**config.mk**
```make
export PLATFORM = sky130hd
export DESIGN_NAME = ahb_master_arbiter_flat
export DESIGN_NICKNAME = d
export VERILOG_FILES = /design/src/rtl/ahb_master_arbiter_pkg.sv /design/src/rtl/ahb_master_arbiter_if.sv /design/src/rtl/ahb_master_arbiter_rr_picker.sv /design/src/rtl/ahb_master_arbiter.sv /design/src/flat_wrapper.sv
export SDC_FILE = /design/constraint.sdc
export NUM_CORES = 1
export LEC_CHECK = 0
export BUFFER_PORTS_ARGS = -buffer_cell sky130_fd_sc_hd__buf_2
export CORE_AREA = 2 2 92 94
export CTS_BUF_LIST = sky130_fd_sc_hd__clkbuf_2
export DETAILED_ROUTE_END_ITERATION = 8
export DIE_AREA = 0 0 94 96
export PLACE_DENSITY = 0.58
export SYNTH_ARGS = -nofsm -noshare
export SYNTH_HDL_FRONTEND = slang
export SYNTH_HIERARCHICAL = 1
export SYNTH_SLANG_ARGS = --single-unit
export TNS_END_PERCENT = 100
```
**constraint.sdc**
```tcl
create_clock -name HCLK -period 1.7 [get_ports HCLK]
set_clock_uncertainty 0.1 [all_clocks]
set_input_delay 0.17 -clock HCLK [delete_from_list [all_inputs] [get_ports HCLK]]
set_output_delay 0.17 -clock HCLK [all_outputs]
set_load 0.01 [all_outputs]
```
**src/rtl/ahb_master_arbiter_pkg.sv**
```systemverilog
// Package with the shared AHB-Lite types and constants for the master arbiter.
// Contents: htrans_e and hresp_e encodings, HSIZE constants, and a one-hot helper.
// The optional lock feature is enabled by the macro AHB_ARB_LOCK_EN. It is checked in the
// interface and top files.
package ahb_master_arbiter_pkg;

    typedef enum logic [1:0] {
        IDLE   = 2'b00,
        BUSY   = 2'b01,
        NONSEQ = 2'b10,
        SEQ    = 2'b11
    } htrans_e;

    typedef enum logic [1:0] {
        OKAY  = 2'b00,
        ERROR = 2'b01
    } hresp_e;

    localparam logic [2:0] HSIZE_BYTE = 3'b000;
    localparam logic [2:0] HSIZE_HALF = 3'b001;
    localparam logic [2:0] HSIZE_WORD = 3'b010;

    // One-hot decode of a master index. The result is sized for the maximum of 4 masters.
    function automatic logic [3:0] onehot4(input logic [1:0] idx);
        logic [3:0] r;
        r = '0;
        r[idx] = 1'b1;
        return r;
    endfunction

endpackage

```
**src/rtl/ahb_master_arbiter_if.sv**
```systemverilog
// Interface that bundles every bus signal between the masters, the arbiter and the slave.
// It has two modports:
//   master - the arbiter's view. It reads the per-master requests and controls and the
//            slave response. It drives the grant, the muxed slave-side signals and the
//            broadcast response.
//   slave  - the surrounding system's view (masters plus slave model). It has the
//            opposite directions.
// Per-master signals: HBUSREQ, M_HADDR, M_HTRANS, M_HWRITE, M_HSIZE, M_HWDATA, M_WSTRB.
// Arbiter signals:    HGRANT, HMASTER.
// Slave side:         HSEL, HADDR, HTRANS, HWRITE, HSIZE, HWDATA, WSTRB.
// Response:           HREADYOUT_S and HRESP_S come in from the slave.
//                     HREADY and HRESP are the broadcast copies.
// When AHB_ARB_LOCK_EN is defined, the interface also carries M_HMASTLOCK and HMASTLOCK.
interface ahb_master_arbiter_if #(
    parameter int unsigned NUM_MASTERS = 2
);
    logic [NUM_MASTERS-1:0]       HBUSREQ;
    logic [NUM_MASTERS-1:0]       HGRANT;
    logic [1:0]                   HMASTER;
    logic [NUM_MASTERS-1:0][31:0] M_HADDR;
    logic [NUM_MASTERS-1:0][1:0]  M_HTRANS;
    logic [NUM_MASTERS-1:0]       M_HWRITE;
    logic [NUM_MASTERS-1:0][2:0]  M_HSIZE;
    logic [NUM_MASTERS-1:0][31:0] M_HWDATA;
    logic [NUM_MASTERS-1:0][3:0]  M_WSTRB;
    logic                         HSEL;
    logic [31:0]                  HADDR;
    logic [1:0]                   HTRANS;
    logic                         HWRITE;
    logic [2:0]                   HSIZE;
    logic [31:0]                  HWDATA;
    logic [3:0]                   WSTRB;
    logic                         HREADYOUT_S;
    logic [1:0]                   HRESP_S;
    logic                         HREADY;
    logic [1:0]                   HRESP;
`ifdef AHB_ARB_LOCK_EN
    logic [NUM_MASTERS-1:0]       M_HMASTLOCK;
    logic                         HMASTLOCK;
`endif

    modport master (
`ifdef AHB_ARB_LOCK_EN
        input  M_HMASTLOCK,
        output HMASTLOCK,
`endif
        input  HBUSREQ, M_HADDR, M_HTRANS, M_HWRITE, M_HSIZE, M_HWDATA, M_WSTRB,
        input  HREADYOUT_S, HRESP_S,
        output HGRANT, HMASTER, HSEL, HADDR, HTRANS, HWRITE, HSIZE, HWDATA, WSTRB,
        output HREADY, HRESP
    );

    modport slave (
`ifdef AHB_ARB_LOCK_EN
        output M_HMASTLOCK,
        input  HMASTLOCK,
`endif
        output HBUSREQ, M_HADDR, M_HTRANS, M_HWRITE, M_HSIZE, M_HWDATA, M_WSTRB,
        output HREADYOUT_S, HRESP_S,
        input  HGRANT, HMASTER, HSEL, HADDR, HTRANS, HWRITE, HSIZE, HWDATA, WSTRB,
        input  HREADY, HRESP
    );

endinterface

```
**src/rtl/ahb_master_arbiter_rr_picker.sv**
```systemverilog
// dmac_rr_picker: combinational round-robin picker.
//   req   - per-master request vector
//   ptr   - index where the search starts. The search wraps modulo NUM_MASTERS.
//   grant - one-hot pick. It is all-zero when nobody requests.
//   valid - high when some request was found
module dmac_rr_picker #(
    parameter int unsigned NUM_MASTERS = 2
) (
    input  logic [NUM_MASTERS-1:0] req,
    input  logic [1:0]             ptr,
    output logic [NUM_MASTERS-1:0] grant,
    output logic                   valid
);

    always_comb begin
        grant = '0;
        valid = 1'b0;
        // The outer loop walks the priority order ptr, ptr+1, ... The inner loop finds
        // the master that sits at that position.
        for (int unsigned k = 0; k < NUM_MASTERS; k++) begin
            for (int unsigned i = 0; i < NUM_MASTERS; i++) begin
                if (!valid && req[i] && (i == (32'(ptr) + k) % NUM_MASTERS)) begin
                    grant[i] = 1'b1;
                    valid    = 1'b1;
                end
            end
        end
    end

endmodule

```
**src/rtl/ahb_master_arbiter.sv**
```systemverilog
// ahb_master_arbiter: shares one AHB-Lite slave port between NUM_MASTERS masters.
// It uses round-robin arbitration with a MAX_HOLD limit on consecutive address-phase
// ownership.
// Ports:
//   HCLK   - clock
//   HRESET - asynchronous reset, active-high
//   bus    - ahb_master_arbiter_if.master. It carries the requests, grant, the
//            address/control mux (by address-phase owner), the write-data mux (by
//            data-phase owner), and the broadcast slave response.
// Optional feature: when AHB_ARB_LOCK_EN is defined, the arbiter has locked transfers.
//   A locked owner is never preempted.
//   The lock stays in force for one extra HREADY cycle after M_HMASTLOCK drops.
module ahb_master_arbiter
    import ahb_master_arbiter_pkg::*;
#(
    parameter int unsigned NUM_MASTERS    = 2,
    parameter int unsigned MAX_HOLD       = 16,
    parameter int unsigned DEFAULT_MASTER = 0
) (
    input logic                  HCLK,
    input logic                  HRESET,
    ahb_master_arbiter_if.master bus
);

    localparam int unsigned      HOLD_W   = (MAX_HOLD > 2) ? $clog2(MAX_HOLD) : 1;
    localparam logic [HOLD_W-1:0] HOLD_MAX = HOLD_W'(MAX_HOLD - 1);
    localparam logic [1:0]       DEF_IDX  = 2'(DEFAULT_MASTER);

    logic [1:0]             addr_owner, data_owner, next_owner;
    logic [HOLD_W-1:0]      hold_cnt, next_hold;
    logic [NUM_MASTERS-1:0] owner_oh, data_oh;
    logic                   owner_req, others_req, mid_burst, below_limit;
    logic                   keep, lock_active, ready;
    logic [1:0]             owner_trans;
    logic [1:0]             rr_start, pick_idx;
    logic [NUM_MASTERS-1:0] pick_grant;
    logic                   pick_valid;
`ifdef AHB_ARB_LOCK_EN
    logic                   lock_q, owner_lock;
`endif

    assign ready = bus.HREADYOUT_S;

    always_comb begin
        owner_oh = onehot4(addr_owner)[NUM_MASTERS-1:0];
        data_oh  = onehot4(data_owner)[NUM_MASTERS-1:0];
    end

    // Address/control follow the address-phase owner.
    // Write data and strobes follow the data-phase owner.
    always_comb begin
        owner_req   = 1'b0;
        owner_trans = IDLE;
        bus.HADDR   = '0;
        bus.HWRITE  = 1'b0;
        bus.HSIZE   = '0;
        bus.HWDATA  = '0;
        bus.WSTRB   = '0;
        for (int unsigned i = 0; i < NUM_MASTERS; i++) begin
            if (owner_oh[i]) begin
                owner_req   = bus.HBUSREQ[i];
                owner_trans = bus.M_HTRANS[i];
                bus.HADDR   = bus.M_HADDR[i];
                bus.HWRITE  = bus.M_HWRITE[i];
                bus.HSIZE   = bus.M_HSIZE[i];
            end
            if (data_oh[i]) begin
                bus.HWDATA = bus.M_HWDATA[i];
                bus.WSTRB  = bus.M_WSTRB[i];
            end
        end
    end

`ifdef AHB_ARB_LOCK_EN
    always_comb begin
        owner_lock = 1'b0;
        for (int unsigned i = 0; i < NUM_MASTERS; i++) begin
            if (owner_oh[i]) owner_lock = bus.M_HMASTLOCK[i];
        end
    end
    assign lock_active   = owner_lock | lock_q;
    assign bus.HMASTLOCK = owner_lock;
`else
    assign lock_active = 1'b0;
`endif

    assign others_req  = |(bus.HBUSREQ & ~owner_oh);
    assign mid_burst   = (owner_trans == SEQ) || (owner_trans == BUSY);
    assign below_limit = hold_cnt < HOLD_MAX;
    assign rr_start    = 2'((32'(addr_owner) + 32'd1) % NUM_MASTERS);

    dmac_rr_picker #(
        .NUM_MASTERS(NUM_MASTERS)
    ) u_picker (
        .req   (bus.HBUSREQ),
        .ptr   (rr_start),
        .grant (pick_grant),
        .valid (pick_valid)
    );

    always_comb begin
        pick_idx = DEF_IDX;
        for (int unsigned i = 0; i < NUM_MASTERS; i++) begin
            if (pick_grant[i]) pick_idx = 2'(i);
        end
    end

    // When the owner keeps the bus, the picker result is ignored.
    // When the owner gives the bus up, the picker can never select the owner again:
    // either the owner has stopped requesting, or another requester sits earlier in
    // the rotation.
    always_comb begin
        keep       = lock_active || (owner_req && (mid_burst || below_limit || !others_req));
        next_owner = keep ? addr_owner : (pick_valid ? pick_idx : DEF_IDX);
        next_hold  = '0;
        if (keep && others_req) begin
            next_hold = below_limit ? hold_cnt + 1'b1 : hold_cnt;
        end
    end

    // All state advances only when HREADY is high.
    // Wait states and the first ERROR cycle therefore freeze the arbitration.
    always_ff @(posedge HCLK or posedge HRESET) begin
        if (HRESET) begin
            addr_owner <= DEF_IDX;
            data_owner <= DEF_IDX;
            hold_cnt   <= '0;
`ifdef AHB_ARB_LOCK_EN
            lock_q     <= 1'b0;
`endif
        end else if (ready) begin
            data_owner <= addr_owner;
            addr_owner <= next_owner;
            hold_cnt   <= next_hold;
`ifdef AHB_ARB_LOCK_EN
            lock_q     <= owner_lock;
`endif
        end
    end

    assign bus.HGRANT  = owner_oh;
    assign bus.HMASTER = addr_owner;
    assign bus.HTRANS  = HRESET ? IDLE : owner_trans;
    assign bus.HSEL    = bus.HTRANS[1];
    assign bus.HREADY  = ready;
    assign bus.HRESP   = bus.HRESP_S;

endmodule
```
**src/flat_wrapper.sv**
```systemverilog
// flat-port wrapper written by rule: the top's interface ports become plain ports
module ahb_master_arbiter_flat import ahb_master_arbiter_pkg::*;
#(
    parameter int unsigned NUM_MASTERS    = 2,
    parameter int unsigned MAX_HOLD       = 16,
    parameter int unsigned DEFAULT_MASTER = 0
)
  (HCLK, HRESET, bus_HBUSREQ, bus_M_HADDR, bus_M_HTRANS, bus_M_HWRITE, bus_M_HSIZE, bus_M_HWDATA, bus_M_WSTRB, bus_HREADYOUT_S, bus_HRESP_S, bus_HGRANT, bus_HMASTER, bus_HSEL, bus_HADDR, bus_HTRANS, bus_HWRITE, bus_HSIZE, bus_HWDATA, bus_WSTRB, bus_HREADY, bus_HRESP);
  ahb_master_arbiter_if #(.NUM_MASTERS(NUM_MASTERS)) bus_i ();
  input logic HCLK;
  input logic HRESET;
  input wire logic [$bits(bus_i.HBUSREQ)-1:0] bus_HBUSREQ;
  input wire logic [$bits(bus_i.M_HADDR)-1:0] bus_M_HADDR;
  input wire logic [$bits(bus_i.M_HTRANS)-1:0] bus_M_HTRANS;
  input wire logic [$bits(bus_i.M_HWRITE)-1:0] bus_M_HWRITE;
  input wire logic [$bits(bus_i.M_HSIZE)-1:0] bus_M_HSIZE;
  input wire logic [$bits(bus_i.M_HWDATA)-1:0] bus_M_HWDATA;
  input wire logic [$bits(bus_i.M_WSTRB)-1:0] bus_M_WSTRB;
  input wire logic [$bits(bus_i.HREADYOUT_S)-1:0] bus_HREADYOUT_S;
  input wire logic [$bits(bus_i.HRESP_S)-1:0] bus_HRESP_S;
  output wire logic [$bits(bus_i.HGRANT)-1:0] bus_HGRANT;
  output wire logic [$bits(bus_i.HMASTER)-1:0] bus_HMASTER;
  output wire logic [$bits(bus_i.HSEL)-1:0] bus_HSEL;
  output wire logic [$bits(bus_i.HADDR)-1:0] bus_HADDR;
  output wire logic [$bits(bus_i.HTRANS)-1:0] bus_HTRANS;
  output wire logic [$bits(bus_i.HWRITE)-1:0] bus_HWRITE;
  output wire logic [$bits(bus_i.HSIZE)-1:0] bus_HSIZE;
  output wire logic [$bits(bus_i.HWDATA)-1:0] bus_HWDATA;
  output wire logic [$bits(bus_i.WSTRB)-1:0] bus_WSTRB;
  output wire logic [$bits(bus_i.HREADY)-1:0] bus_HREADY;
  output wire logic [$bits(bus_i.HRESP)-1:0] bus_HRESP;
  assign bus_i.HBUSREQ = bus_HBUSREQ;
  assign bus_i.M_HADDR = bus_M_HADDR;
  assign bus_i.M_HTRANS = bus_M_HTRANS;
  assign bus_i.M_HWRITE = bus_M_HWRITE;
  assign bus_i.M_HSIZE = bus_M_HSIZE;
  assign bus_i.M_HWDATA = bus_M_HWDATA;
  assign bus_i.M_WSTRB = bus_M_WSTRB;
  assign bus_i.HREADYOUT_S = bus_HREADYOUT_S;
  assign bus_i.HRESP_S = bus_HRESP_S;
  assign bus_HGRANT = bus_i.HGRANT;
  assign bus_HMASTER = bus_i.HMASTER;
  assign bus_HSEL = bus_i.HSEL;
  assign bus_HADDR = bus_i.HADDR;
  assign bus_HTRANS = bus_i.HTRANS;
  assign bus_HWRITE = bus_i.HWRITE;
  assign bus_HSIZE = bus_i.HSIZE;
  assign bus_HWDATA = bus_i.HWDATA;
  assign bus_WSTRB = bus_i.WSTRB;
  assign bus_HREADY = bus_i.HREADY;
  assign bus_HRESP = bus_i.HRESP;
  ahb_master_arbiter #(.NUM_MASTERS(NUM_MASTERS), .MAX_HOLD(MAX_HOLD), .DEFAULT_MASTER(DEFAULT_MASTER)) u_core (.HCLK(HCLK), .HRESET(HRESET), .bus(bus_i));
endmodule
```
After elaboration in Yosys (flattened, before gate mapping)
Index checks and enable logic that the tools add are counted.
- add/sub/neg operators: 3
- magnitude comparators: 5
- equal/unequal tests: 3
- muxes and demuxes: 29
- bitwise gates (word level): 3
- reductions and logical operators: 23
- operator list (kind ; number):
    2-to-1 mux 32 bit ; 4
    zero test 32 bit ; 2
    2-to-1 mux 4 bit ; 4
    2-to-1 mux 1 bit ; 14
    logical AND 1 bit ; 11
    < comparator 1 x 3 -> 1 bit (second input constant) ; 2
    2-to-1 mux 2 bit ; 3
    2-to-1 mux 3 bit ; 2
    adder 4 x 1 -> 4 bit (second input constant) ; 1
    demux 1 bit (select 2 bit) ; 2
    zero test 1 bit ; 4
    < comparator 4 bit (second input constant) ; 1
    AND reduction 2 bit ; 2
    logical OR 1 bit ; 3
    adder 1 bit (second input constant) ; 2
    AND 2 bit ; 1
    == test 2 x 1 -> 1 bit (second input constant) ; 1
    == test 2 bit (second input constant) ; 1
    greater-or-equal comparator 1 bit (second input constant) ; 2
    != test 2 x 1 -> 1 bit (second input constant) ; 1
    inverter 2 bit ; 1
    OR reduction 2 bit ; 1
    inverter 1 bit ; 1
- register bits: 6
- word-level logic and storage cells: 69

Longest topological paths before layout
- depth after elaboration: 18
- depth in mapped cells: 8

Modules after synthesis
Netlist, hierarchy kept.
- modules (own cells, without submodules) (module ; times used ; cells each ; area each (um^2) ; sequential area each (um^2)):
    ahb_master_arbiter ; 1 ; 129 ; 1327.5 ; 150.1
    dmac_rr_picker ; 1 ; 4 ; 25.0 ; 0.0

Worst setup path before layout
No wires, ideal clock.
- path kind: register to register
- start: register u_core.addr_owner[0], in the netlist u_core/bus.HMASTER[0]
- end: register u_core.addr_owner[0], in the netlist u_core/bus.HMASTER[0]
- library setup time: 131 ps
- data arrival time: 1492 ps
- path slack: -23 ps
- stages on the path, launching flop included: 9
- path buffers: 2
- clock period less this slack: 1723 ps
- path through: dfrtp_1 -> clkbuf_8 -> clkbuf_8 -> inv_1 -> inv_1 -> a21boi_1 -> a32oi_1 -> o22ai_1 -> or3_1
- elaborated cells on any way between the ends: 43
- those cells by class: add/sub: 2; order compare: 2; eq/ne: 2; mux: 14; bitwise: 3; reduce/logical: 20
- RTL lines (what ; line ; RTL):
    start: declaration ; ahb_master_arbiter.sv:29 ; logic [1:0] addr_owner, data_owner, next_owner;
    start signal: assignment ; ahb_master_arbiter.sv:133 ; addr_owner <= next_owner;
    < comparator 1 x 3 -> 1 bit (implied by the code) or greater-or-equal comparator 1 bit (tied branches) ; ahb_master_arbiter_pkg.sv:27 ; r[idx] = 1'b1;
    logical AND 1 bit (implied by the code) ; ahb_master_arbiter_pkg.sv:27 ;
    2-to-1 mux 1 bit (implied by the code) ; ahb_master_arbiter_pkg.sv:27 ;
    demux 1 bit (select 2 bit) (*) ; ahb_master_arbiter_pkg.sv:27 ;
    named net bus_HGRANT[0] ; flat_wrapper.sv:21 ; output wire logic [$bits(bus_i.HGRANT)-1:0] bus_HGRANT;
    2-to-1 mux 2 bit (2 in series) ; ahb_master_arbiter.sv:60 ; if (owner_oh[i]) begin
    == test 2 bit or == test 2 x 1 -> 1 bit (tied branches) ; ahb_master_arbiter.sv:88 ; assign mid_burst = (owner_trans == SEQ) || (owner_trans == BUSY);
    logical OR 1 bit ; ahb_master_arbiter.sv:88 ;
    logical OR 1 bit (2 in series) ; ahb_master_arbiter.sv:113 ; keep = lock_active || (owner_req && (mid_burst || below_limit || !others_req));
    logical AND 1 bit (*) ; ahb_master_arbiter.sv:113 ;
    inverter 1 bit (no line) (*) ; -- ;
    AND reduction 2 bit (no line) (*) ; -- ;
The timed path passes the listed nets; every way through them passes the cells marked *.
A chain may end at the register's enable or synchronous reset.

Final worst setup path
- start: register u_core.addr_owner[0], in the netlist u_core/bus.HMASTER[0]
- end: output port bus_HADDR[7]
- longest elaborated chain between the ends: 6
- elaborated cells on any way between the ends: 7
- those cells by class: order compare: 2; mux: 4; reduce/logical: 1
- ends and longest elaborated chain (what ; line ; RTL):
    < comparator 1 x 3 -> 1 bit (implied by the code) or greater-or-equal comparator 1 bit (tied branches) ; ahb_master_arbiter_pkg.sv:27 ;
    logical AND 1 bit (implied by the code) ; ahb_master_arbiter_pkg.sv:27 ;
    2-to-1 mux 1 bit (implied by the code) ; ahb_master_arbiter_pkg.sv:27 ;
    demux 1 bit (select 2 bit) (*) ; ahb_master_arbiter_pkg.sv:27 ;
    2-to-1 mux 32 bit ; ahb_master_arbiter.sv:60 ;
    2-to-1 mux 32 bit (*) ; ahb_master_arbiter.sv:60 ;
    end: declaration ; flat_wrapper.sv:24 ; output wire logic [$bits(bus_i.HADDR)-1:0] bus_HADDR;
Mark *: on every way between the ends. The rest lies on a longest branch, timed or not.

==> qor.yml <==
setup_path:
  path_class: "flip-flop to output port"
  crit_fanout: 21
  r2r_slack_ps: 140
  crit_required_ps: 1430
  critPathArrivalTime_ps: 1350
  crit_path_end_kind: "output port"
  r2r-end: "u_core/bus.HMASTER[0]"
  start_kind: "flip-flop"
  worst_r2r_path_depth: 4
  reg2reg_from: "u_core/hold_cnt[0]"
clocking:
  cts.clk_slew.worst_paths_ps: 70
  clock_sinks: 6
  clockBufferDepth: 2
  post-cts-setup-buffer-count: 0
  cts-htree-levels: 1
  cts_root_buf: "clkbuf_2"
  cts_tree: "yes"
  numCtsBuffers: 3
  insertion_delay_ps: 230
hold_path:
  min_from: "bus_HREADYOUT_S"
  min_to: "u_core/hold_cnt[2]"
  hp-class: "input pin to flip-flop"
  min_path_cells: 2
grt:
  grt_usage_pct: 9.98
  antenna_found_initial: 0
  grt_pass1_wl_um: 7180
  first_global_vias: 1614
  grt_max_degree: 28
  grt_overflow: 0
floorplanning:
  die_area_mm2: 0.00902
  core_area_mm2: 0.00805
  rows: 33
  io_pins: 237
  die_x_um: 94
  initial_core_util_pct: 16.7
  die_h_um: 96
pwr:
  p_leak_uw: 0.00145
  power.density_mw_per_mm2: 531
  ir_drop_v: 0.000217
sta:
  finalCritPeriodShare_pct: 95.0
  setup_slack_ps: 85.0
  max_freq_mhz: 619
  rsz0062_at_grt: "false"
  finalSetupViolations: 0
  timing.final.hold_violations: 0
  fin_tns_setup_ps: 0
  fin_crit_ps: 1620
  slew_viol_final: 0
route:
  firstDrtPassIters: 2
  drt-met1-wl_um: 1970
  met2_length_um: 2940
  drtIter0Drc: 20
  dr_wl_met3_um: 430
  routed_wl_um: 5380
  via_per_inst: 4.05
  routed.top_layer: "met4"
  dr_total_vias: 1862
  drc: 0
  post_drt_wl_per_cell_um: 11.7
  antenna_left: 0
placement:
  post-place-ws_ps: 156
  place_area_mm2: 0.00257
  gp_congestion: 0.701
  dp_hpwl_um: 4800
  port_buffers: 231
  place_inst: 456
layout:
  layout.cells.most_common_list: "buf_2 (231), mux2_2 (74), dfrtp_1 (5)"
  final_nets: 513
  final_area_mm2: 0.00261
  drive_above_1_share_pct: 89.0
  n_antenna_cell: 0
  layout_commonest_cell: "buf_2"
  fin_cells: 460
  area_delta_synth_final_pct: 94.3
logic_synthesis:
  synth_area_per_cell_um2: 10.2
  synth_area_mm2: 0.00135
  synthCells: 132
  synth_nets: 288
  ys_warn_count: 6
status:
  status: "complete, no violations"
job:
  maxCapViolCount: 0
worst max path at each step:
stage / startpoint / endpoint / slack, ps
after global placement: u_core/hold_cnt[0] / u_core/bus.HMASTER[0] / 170
after CTS: u_core/bus.HMASTER[0] / bus_HADDR[31] / 30
final: u_core/bus.HMASTER[0] / bus_HADDR[7] / 80
after floorplan: u_core/bus.HMASTER[0] / u_core/bus.HMASTER[0] / 30
after global routing: u_core/data_owner[0] / bus_HWDATA[28] / 9
after detailed placement: u_core/hold_cnt[0] / u_core/bus.HMASTER[0] / 160
metrics by stage:
step | total power (uW) | utilization [%] | hold WS [ps]
global route | 1500 | 32.5 | 182
floorplan | 829 | - | -139
finish | 1390 | 32.5 | 176
CTS | 1410 | 32.4 | 154
detailed placement | 1280 | 32.0 | 28.4
global placement | 1270 | 32.0 | 30.5
cell type report:
type	instances	area, um^2
clock buffers	3	15.0
fillers	861	5440
inverters	4	15.0
multi-input cells	106	1070
flip-flops and latches	6	151
well taps	105	131
repair buffers	236	1230
layer usage:
| layer | track usage, % | vias up |
|---|---|---|
| met2 | 18.3 | 91 |
| met5 | 0 | - |
| met4 | 2.90 | 0 |
| met1 | 11.4 | 833 |
| met3 | 2.58 | 2 |
| li1 | - | 936 |
critical path: stages (launching register included):
cell     delay, ps
dfrtp_2        450
buf_12         180
mux2_2         340
buf_2          140
power by group:
part           switching, uW  internal, uW
clock                   61.0          48.1
combinational            471           634
sequential              17.9           155
flip-flops by register name, indices dropped and copies added (netlist names):
signal              cells
u_core/bus.HMASTER      1
u_core/data_owner       1
u_core/hold_cnt         4
what timing repair did:
item	CTS	global route
setup endpoints to repair	20	6
hold buffers	1	0
gates cloned	0	0
pin swaps	0	0
endpoints found under the hold margin	6	0
gates resized for setup	3	1
No activity file was read; power rests on OpenSTA's default activity.
